**config.mk**
```make
export PLATFORM = sky130hd
export DESIGN_NAME = dmem_ctrl_flat
export DESIGN_NICKNAME = d
export VERILOG_FILES = /design/src/rtl/dmem_pkg.sv /design/src/rtl/dmem_ctrl_if.sv /design/src/rtl/dmem_lane.sv /design/src/rtl/dmem_ctrl.sv /design/src/flat_wrapper.sv
export SDC_FILE = /design/constraint.sdc
export NUM_CORES = 1
export LEC_CHECK = 0
export ABC_CLOCK_PERIOD_IN_PS = 6030
export CAP_MARGIN = 20
export CORE_ASPECT_RATIO = 2
export CORE_MARGIN = 8
export CORE_UTILIZATION = 50
export CTS_CLUSTER_DIAMETER = 60
export DETAILED_ROUTE_END_ITERATION = 8
export PLACE_DENSITY_LB_ADDON = 0.05
export SLEW_MARGIN = 5
export SYNTH_ARGS = -nofsm -noshare
export SYNTH_HDL_FRONTEND = slang
export SYNTH_SLANG_ARGS = --single-unit
```
**constraint.sdc**
```tcl
create_clock -name clk -period 6.03 [get_ports clk]
set_input_delay 1.206 -clock clk [delete_from_list [all_inputs] [get_ports clk]]
set_output_delay 1.206 -clock clk [all_outputs]
set_load 0.01 [all_outputs]
```
**src/rtl/dmem_pkg.sv**
```systemverilog
// Shared types and constants for the data-memory controller.
package dmem_pkg;

  localparam int DATA_W = 32;

  typedef enum logic [2:0] {
    ST_IDLE  = 3'd0,
    ST_READ  = 3'd1,
    ST_RDATA = 3'd2,
    ST_WRITE = 3'd3,
    ST_RESP  = 3'd4
  } state_e;

  localparam logic [2:0] F3_B  = 3'b000;
  localparam logic [2:0] F3_H  = 3'b001;
  localparam logic [2:0] F3_W  = 3'b010;
  localparam logic [2:0] F3_BU = 3'b100;
  localparam logic [2:0] F3_HU = 3'b101;

  // Unsigned variants only make sense for loads.
  function automatic logic f3_illegal(input logic [2:0] f3, input logic we);
    logic known;
    known = (f3 == F3_B) || (f3 == F3_H) || (f3 == F3_W) ||
            (f3 == F3_BU) || (f3 == F3_HU);
    return !known || (we && f3[2]);
  endfunction

endpackage

```
**src/rtl/dmem_ctrl_if.sv**
```systemverilog
// Pipeline request/response and data-memory port bundle for dmem_ctrl.
interface dmem_ctrl_if #(
  parameter int ADDR_W = 5
);
  import dmem_pkg::*;

  logic              req_valid;
  logic              req_ready;
  logic              req_we;
  logic [2:0]        req_funct3;
  logic [31:0]       req_addr;
  logic [31:0]       req_wdata;

  logic              resp_valid;
  logic              resp_ready;
  logic [DATA_W-1:0] resp_rdata;
  logic              resp_err;

  logic              mem_rw_enable;
  logic [ADDR_W-1:0] mem_address;
  logic [DATA_W-1:0] mem_wr_data;
  logic [DATA_W-1:0] mem_re_data;

  modport slave (
    input  req_valid, req_we, req_funct3, req_addr, req_wdata, resp_ready, mem_re_data,
    output req_ready, resp_valid, resp_rdata, resp_err, mem_rw_enable, mem_address, mem_wr_data
  );

  modport master (
    output req_valid, req_we, req_funct3, req_addr, req_wdata, resp_ready, mem_re_data,
    input  req_ready, resp_valid, resp_rdata, resp_err, mem_rw_enable, mem_address, mem_wr_data
  );

endinterface

```
**src/rtl/dmem_lane.sv**
```systemverilog
// Byte/halfword lane logic: load extraction with extension, store merge, alignment check.
module dmem_lane
  import dmem_pkg::*;
(
  input  logic [DATA_W-1:0] word_i,
  input  logic [2:0]        funct3_i,
  input  logic [1:0]        addr_i,
  input  logic [DATA_W-1:0] sdata_i,
  output logic [DATA_W-1:0] load_o,
  output logic [DATA_W-1:0] merged_o,
  output logic              misalign_o
);

  logic [7:0]  byte_v;
  logic [15:0] half_v;

  assign byte_v = word_i[{addr_i, 3'b000} +: 8];
  assign half_v = addr_i[1] ? word_i[31:16] : word_i[15:0];

  always_comb begin
    load_o     = word_i;
    merged_o   = word_i;
    misalign_o = 1'b0;
    unique case (funct3_i)
      F3_B:    load_o = {{24{byte_v[7]}}, byte_v};
      F3_BU:   load_o = {24'd0, byte_v};
      F3_H:    load_o = {{16{half_v[15]}}, half_v};
      F3_HU:   load_o = {16'd0, half_v};
      default: load_o = word_i;
    endcase
    unique case (funct3_i[1:0])
      2'b00: merged_o[{addr_i, 3'b000} +: 8] = sdata_i[7:0];
      2'b01: begin
        merged_o[{addr_i[1], 4'b0000} +: 16] = sdata_i[15:0];
        misalign_o                           = addr_i[0];
      end
      2'b10: begin
        merged_o   = sdata_i;
        misalign_o = (addr_i != 2'b00);
      end
      default: merged_o = word_i;
    endcase
  end

endmodule

```
**src/rtl/dmem_ctrl.sv**
```systemverilog
// MEM-stage load/store sequencer for a 32-word single-port data memory.
// Optional macro DMEM_CTRL_RANGE_CHECK_EN flags addresses beyond the memory instead of aliasing.
module dmem_ctrl
  import dmem_pkg::*;
#(
  parameter int ADDR_W = 5
) (
  input  logic         clk,
  input  logic         rst_n,
  dmem_ctrl_if.slave   bus
);

  state_e              state_q, state_d;
  logic [ADDR_W+1:0]   addr_q, addr_d;
  logic [2:0]          f3_q, f3_d;
  logic                we_q, we_d;
  logic [DATA_W-1:0]   wr_q, wr_d;
  logic                resp_valid_q, resp_valid_d;
  logic [DATA_W-1:0]   resp_rdata_q, resp_rdata_d;
  logic                resp_err_q, resp_err_d;

  logic                idle;
  logic [2:0]          lane_f3;
  logic [1:0]          lane_addr;
  logic [DATA_W-1:0]   load_val;
  logic [DATA_W-1:0]   merged;
  logic                misalign;
  logic                range_err;
  logic                req_err;

  assign idle = (state_q == ST_IDLE);

  // The lane unit checks alignment of the incoming request while idle and
  // processes the latched access afterwards.
  assign lane_f3   = idle ? bus.req_funct3 : f3_q;
  assign lane_addr = idle ? bus.req_addr[1:0] : addr_q[1:0];

  dmem_lane u_lane (
    .word_i     (bus.mem_re_data),
    .funct3_i   (lane_f3),
    .addr_i     (lane_addr),
    .sdata_i    (wr_q),
    .load_o     (load_val),
    .merged_o   (merged),
    .misalign_o (misalign)
  );

`ifdef DMEM_CTRL_RANGE_CHECK_EN
  assign range_err = |bus.req_addr[31:ADDR_W+2];
`else
  logic unused_addr_hi;
  assign unused_addr_hi = ^bus.req_addr[31:ADDR_W+2];
  assign range_err      = 1'b0;
`endif

  assign req_err = misalign || range_err || f3_illegal(bus.req_funct3, bus.req_we);

  always_comb begin
    // NOTE: every next-state signal gets a default first so no path leaves it unassigned (no latches).
    state_d      = state_q;
    addr_d       = addr_q;
    f3_d         = f3_q;
    we_d         = we_q;
    wr_d         = wr_q;
    resp_valid_d = resp_valid_q;
    resp_rdata_d = resp_rdata_q;
    resp_err_d   = resp_err_q;
    unique case (state_q)
      ST_IDLE: begin
        if (bus.req_valid) begin
          addr_d = bus.req_addr[ADDR_W+1:0];
          f3_d   = bus.req_funct3;
          we_d   = bus.req_we;
          wr_d   = bus.req_wdata;
          if (req_err) begin
            resp_valid_d = 1'b1;
            resp_err_d   = 1'b1;
            resp_rdata_d = '0;
            state_d      = ST_RESP;
          end else if (bus.req_we && (bus.req_funct3 == F3_W)) begin
            state_d = ST_WRITE;
          end else begin
            state_d = ST_READ;
          end
        end
      end
      ST_READ:  state_d = ST_RDATA;
      ST_RDATA: begin
        if (we_q) begin
          wr_d    = merged;
          state_d = ST_WRITE;
        end else begin
          resp_rdata_d = load_val;
          resp_valid_d = 1'b1;
          state_d      = ST_RESP;
        end
      end
      ST_WRITE: begin
        resp_valid_d = 1'b1;
        resp_rdata_d = '0;
        state_d      = ST_RESP;
      end
      ST_RESP: begin
        if (bus.resp_ready) begin
          resp_valid_d = 1'b0;
          resp_rdata_d = '0;
          resp_err_d   = 1'b0;
          state_d      = ST_IDLE;
        end
      end
      default: state_d = ST_IDLE;
    endcase
  end

  // NOTE: only controller state is reset; the memory array has none, so a
  // write already on the port when reset is sampled still commits.
  always_ff @(posedge clk) begin
    // NOTE: non-blocking assignments so every register samples pre-edge values.
    if (!rst_n) begin
      state_q      <= ST_IDLE;
      addr_q       <= '0;
      f3_q         <= '0;
      we_q         <= 1'b0;
      wr_q         <= '0;
      resp_valid_q <= 1'b0;
      resp_rdata_q <= '0;
      resp_err_q   <= 1'b0;
    end else begin
      state_q      <= state_d;
      addr_q       <= addr_d;
      f3_q         <= f3_d;
      we_q         <= we_d;
      wr_q         <= wr_d;
      resp_valid_q <= resp_valid_d;
      resp_rdata_q <= resp_rdata_d;
      resp_err_q   <= resp_err_d;
    end
  end

  assign bus.req_ready     = idle;
  assign bus.resp_valid    = resp_valid_q;
  assign bus.resp_rdata    = resp_rdata_q;
  assign bus.resp_err      = resp_err_q;
  assign bus.mem_rw_enable = (state_q == ST_WRITE);
  assign bus.mem_address   = idle ? '0 : addr_q[ADDR_W+1:2];
  assign bus.mem_wr_data   = (state_q == ST_WRITE) ? wr_q : '0;

endmodule
```
**src/flat_wrapper.sv**
```systemverilog
// flat-port wrapper written by rule: the top's interface ports become plain ports
module dmem_ctrl_flat import dmem_pkg::*;
#(
  parameter int ADDR_W = 5
)
  (clk, rst_n, bus_req_valid, bus_req_we, bus_req_funct3, bus_req_addr, bus_req_wdata, bus_resp_ready, bus_mem_re_data, bus_req_ready, bus_resp_valid, bus_resp_rdata, bus_resp_err, bus_mem_rw_enable, bus_mem_address, bus_mem_wr_data);
  dmem_ctrl_if #(.ADDR_W(ADDR_W)) bus_i ();
  input  logic clk;
  input  logic rst_n;
  input wire logic [$bits(bus_i.req_valid)-1:0] bus_req_valid;
  input wire logic [$bits(bus_i.req_we)-1:0] bus_req_we;
  input wire logic [$bits(bus_i.req_funct3)-1:0] bus_req_funct3;
  input wire logic [$bits(bus_i.req_addr)-1:0] bus_req_addr;
  input wire logic [$bits(bus_i.req_wdata)-1:0] bus_req_wdata;
  input wire logic [$bits(bus_i.resp_ready)-1:0] bus_resp_ready;
  input wire logic [$bits(bus_i.mem_re_data)-1:0] bus_mem_re_data;
  output wire logic [$bits(bus_i.req_ready)-1:0] bus_req_ready;
  output wire logic [$bits(bus_i.resp_valid)-1:0] bus_resp_valid;
  output wire logic [$bits(bus_i.resp_rdata)-1:0] bus_resp_rdata;
  output wire logic [$bits(bus_i.resp_err)-1:0] bus_resp_err;
  output wire logic [$bits(bus_i.mem_rw_enable)-1:0] bus_mem_rw_enable;
  output wire logic [$bits(bus_i.mem_address)-1:0] bus_mem_address;
  output wire logic [$bits(bus_i.mem_wr_data)-1:0] bus_mem_wr_data;
  assign bus_i.req_valid = bus_req_valid;
  assign bus_i.req_we = bus_req_we;
  assign bus_i.req_funct3 = bus_req_funct3;
  assign bus_i.req_addr = bus_req_addr;
  assign bus_i.req_wdata = bus_req_wdata;
  assign bus_i.resp_ready = bus_resp_ready;
  assign bus_i.mem_re_data = bus_mem_re_data;
  assign bus_req_ready = bus_i.req_ready;
  assign bus_resp_valid = bus_i.resp_valid;
  assign bus_resp_rdata = bus_i.resp_rdata;
  assign bus_resp_err = bus_i.resp_err;
  assign bus_mem_rw_enable = bus_i.mem_rw_enable;
  assign bus_mem_address = bus_i.mem_address;
  assign bus_mem_wr_data = bus_i.mem_wr_data;
  dmem_ctrl #(.ADDR_W(ADDR_W)) u_core (.clk(clk), .rst_n(rst_n), .bus(bus_i));
endmodule
```
==> qor.csv <==
stage,metric,value,unit
die,start_util,51.25,%
global_route,antenna_found_initial,0,
route,wl_met3,1562,um
global_route,grt_overflow,0,
synth,synth_top_area_share,28.73,%
status,status,completed,
sta,final_max_slew_viol_count,0,
sta,grt_setup_unrepaired,no,
synth,ys_top_cells_by_area,"dfxtp_1 29%, o21ai_0 9.0%, nand3_1 6.2%, nand2_1 5.7%, a21oi_1 3.4%",
power,p_per_area,248.4,mW/mm2
global_route,grt_usage,28.76,%
route,drtPass1Iterations,6,
route,via_per_inst,6.455,
route,drcViolationCount,0,
sta,fin_crit_sh,75.33,%
finish,final_cells,1017,
cts,cts_buffers,9,
route,drt-met1-wl,7731,um
power,power.total,1.839,mW
critical_path,crit_fanout,54,
cts,cts_resized,0,
finish,final_cell_mix,"151 x clkdlybuf4s50_1, 100 x o21ai_0, 84 x nand2_1",
synth,syn_area_per_cell,7.260,um2
die,rows,54,
critical_path,r2r-start,u_core.state_q[0],
critical_path,max_stage_delay,0.67,ns
placed_design,dp_cells,1001,
synth,synthArstFlopShare,0,%
critical_path,arrival,4.81,ns
power,leakagePower,2.714,nW
critical_path,startpoint,u_core.state_q[0],
synth,synth_cell_types,68,
route,routedWlPerCell,21.91,um
sta,finalCriticalPeriod,4.543,ns
critical_path,path_class,reg2reg,
job,drv_cap,0,
critical_path,worstPathCellList,or3_1 > inv_2 > mux2i_4 > buf_4 > ha_1 > buf_4 > clkinv_1 > nor4_1 > a311o_1 > o221ai_2 > o21ai_0,
critical_path,startpoint_type,flop,
die,die_x,90.67,um
sta,tightest_slew,0.9347,ns
finish,diodes,0,
finish,nNetsFinal,983,
sta,fin_tns_setup,0,ns
finish,final_common_cell,clkdlybuf4s50_1,
critical_path,r2r-end,u_core.bus.resp_rdata[17],
finish,synthToLayoutAreaGrowth,32.76,%
critical_path,cp_slowest_cell,or3_1,
min_path,holdCritPathClass,reg2reg,
cts,clock_sinks,80,
critical_path,required,6.30,ns
route,ant_nets,0,
synth,synth-seq-cells,80,
finish,final_layout_size_suffix_gt1_share,6.385,%
min_path,holdPathStages,2,
sta,finalSetupViolCount,0,
sta,hold_viol,0,
cts,cts_hold_buf,0,
sta,slew_headroom,37.41,%
synth,synthCells,768,
critical_path,ff2ff_setup_slack,1.49,ns
cts,clockRootBuffer,clkbuf_16,
die,fp.dieH,165.3,um
placed_design,dp_hpwl,16410,um
critical_path,ff2ff_path_depth,11,
die,core_area,0.01088,mm2
route,vias,6565,
die,die-area,0.01499,mm2
synth,synth_warnings,0,
sta,skew,0.006418,ns
route,routed_wl,22280,um
route,met2WireLength,11180,um
sta,max_freq,220.1,MHz
critical_path,cpMostUsedCell,buf_4,
synth,syn_area,0.005575,mm2
cts,clkSlewWorstSetupHoldPaths,0.06,ns
global_route,grt_pass1_wl,34090,um
critical_path,cp-endpoint,u_core.bus.resp_rdata[17],
cts,htree_levels,3,
finish,fillers,958,
synth,ys_seq_area_share,28.73,%
die,pin_count,177,
synth,yosysTopAreaCell,dfxtp_1,
critical_path,endpoint_kind,flop,
global_route,grt_pass1_vias,6450,
synth,synth_edf_count,0,
synth,syn_nets,878,
power,irDropWorstVdd,207.2,uV
global_route,grt_max_degree,55,
placed_design,gp_congestion,0.9779,
cts,cts_setup_buffers,0,
placed_design,io_buffers,151,
cts,clk_latency,0.35,ns
cts,clockBufferDepth,2,
route,highest_layer,met4,
cts,cts_tree,yes,
synth,ys.flop_type,dfxtp_1,
route,drt_iter0_drc,703,
## critical path, delay by kind of cell (launching register included)
kind / cells / cell delay (ns)
adders and majority gates: 1 / 0.24
and+or+nand+nor: 2 / 1.02
buffers and inverters: 4 / 1.63
AOI/OAI and AO/OA: 3 / 0.77
muxes: 1 / 0.27
DFF: 1 / 0.49
## through the flow
stage                     utilization [%]  hold WS (ns)  setup slack [ns]  cell area (um2)
after CTS                           68.00        0.4533             1.603             7397
after global routing                68.05        0.4712             1.209             7402
after detailed placement            64.86        0.4443             1.417             7056
final                               68.05        0.4514             1.487             7402
after global placement              64.86        0.4309             1.449             7056
after floorplan                         -        0.4317             2.176             5575
## cell type report
cell class / instances / area [um2] / area share, %
multi-input combinational: 577 / 3535 / 47.75
sequential: 80 / 1602 / 21.64
timing repair buffer: 161 / 1584 / 21.40
clock buffer: 9 / 225.2 / 3.043
tap: 140 / 175.2 / 2.366
inverter: 44 / 165.2 / 2.231
clock inverter: 6 / 116.4 / 1.572
## worst min-delay path by stage
stage	startpoint	to	slack [ns]
2_1_floorplan	u_core.addr_q[2]	u_core.addr_q[2]	0.43
3_3_place_gp	u_core.bus.resp_valid	u_core.bus.resp_valid	0.43
3_5_place_dp	u_core.bus.resp_valid	u_core.bus.resp_valid	0.44
4_1_cts	u_core.bus.resp_rdata[24]	u_core.bus.resp_rdata[24]	0.45
5_1_grt	u_core.addr_q[2]	u_core.addr_q[2]	0.47
6_report	u_core.addr_q[2]	u_core.addr_q[2]	0.45
## synthesized netlist by cell type (3+ instances only)
cell type  instances
o221ai_1           8
nand3_1           69
mux2_2            15
clkbuf_1          48
a22o_1             8
buf_1              5
a21boi_0           7
a31oi_1            9
a21o_1             9
o211ai_1           8
o211a_1            8
and3_1             4
nand3b_1           3
nor3_1            30
o2bb2ai_1          8
a221oi_1           9
a221o_1           15
nand2_1           84
inv_1             40
mux2i_1            9
a21oi_1           38
a22oi_1            7
nor2b_1            7
and2_1            17
a311oi_1           8
o21ai_0          100
buf_2              9
o21ai_1            7
nor2_1            41
ha_1               6
buf_6              3
dfxtp_1           80
## routing by layer
layer | track usage (%) | vias to the layer above
met5 | 0 | -
met4 | 24.03 | 0
met3 | 6.066 | 100
met2 | 51.27 | 353
met1 | 28.02 | 3096
li1 | - | 3016
## flip-flops by register name, indices dropped and copies added, names as in the netlist
signal                 flops
u_core.bus.resp_rdata     32
u_core.wr_q               32
u_core.addr_q              7
u_core.f3_q                3
u_core.state_q             3
u_core.bus.resp_err        1
u_core.bus.resp_valid      1
u_core.we_q                1
## where the power goes
group | internal [mW] | leakage (nW) | switching, mW
sequential | 0.565 | 0.653 | 0.0465
clock | 0.405 | 0.166 | 0.232
combinational | 0.227 | 1.90 | 0.363
total | 1.20 | 2.71 | 0.641
## cell families after synthesis
logic type	Yosys count	share of synthesized area, %
flip-flops	80	28.73
AND/OR/NAND/NOR	273	23.47
multiplexers	28	5.902
buffers and inverters	111	8.213
adder cells (fa/ha/maj)	6	1.346
AO/OA/AOI/OAI	270	32.34
No activity file was read; power rests on OpenSTA's default activity.
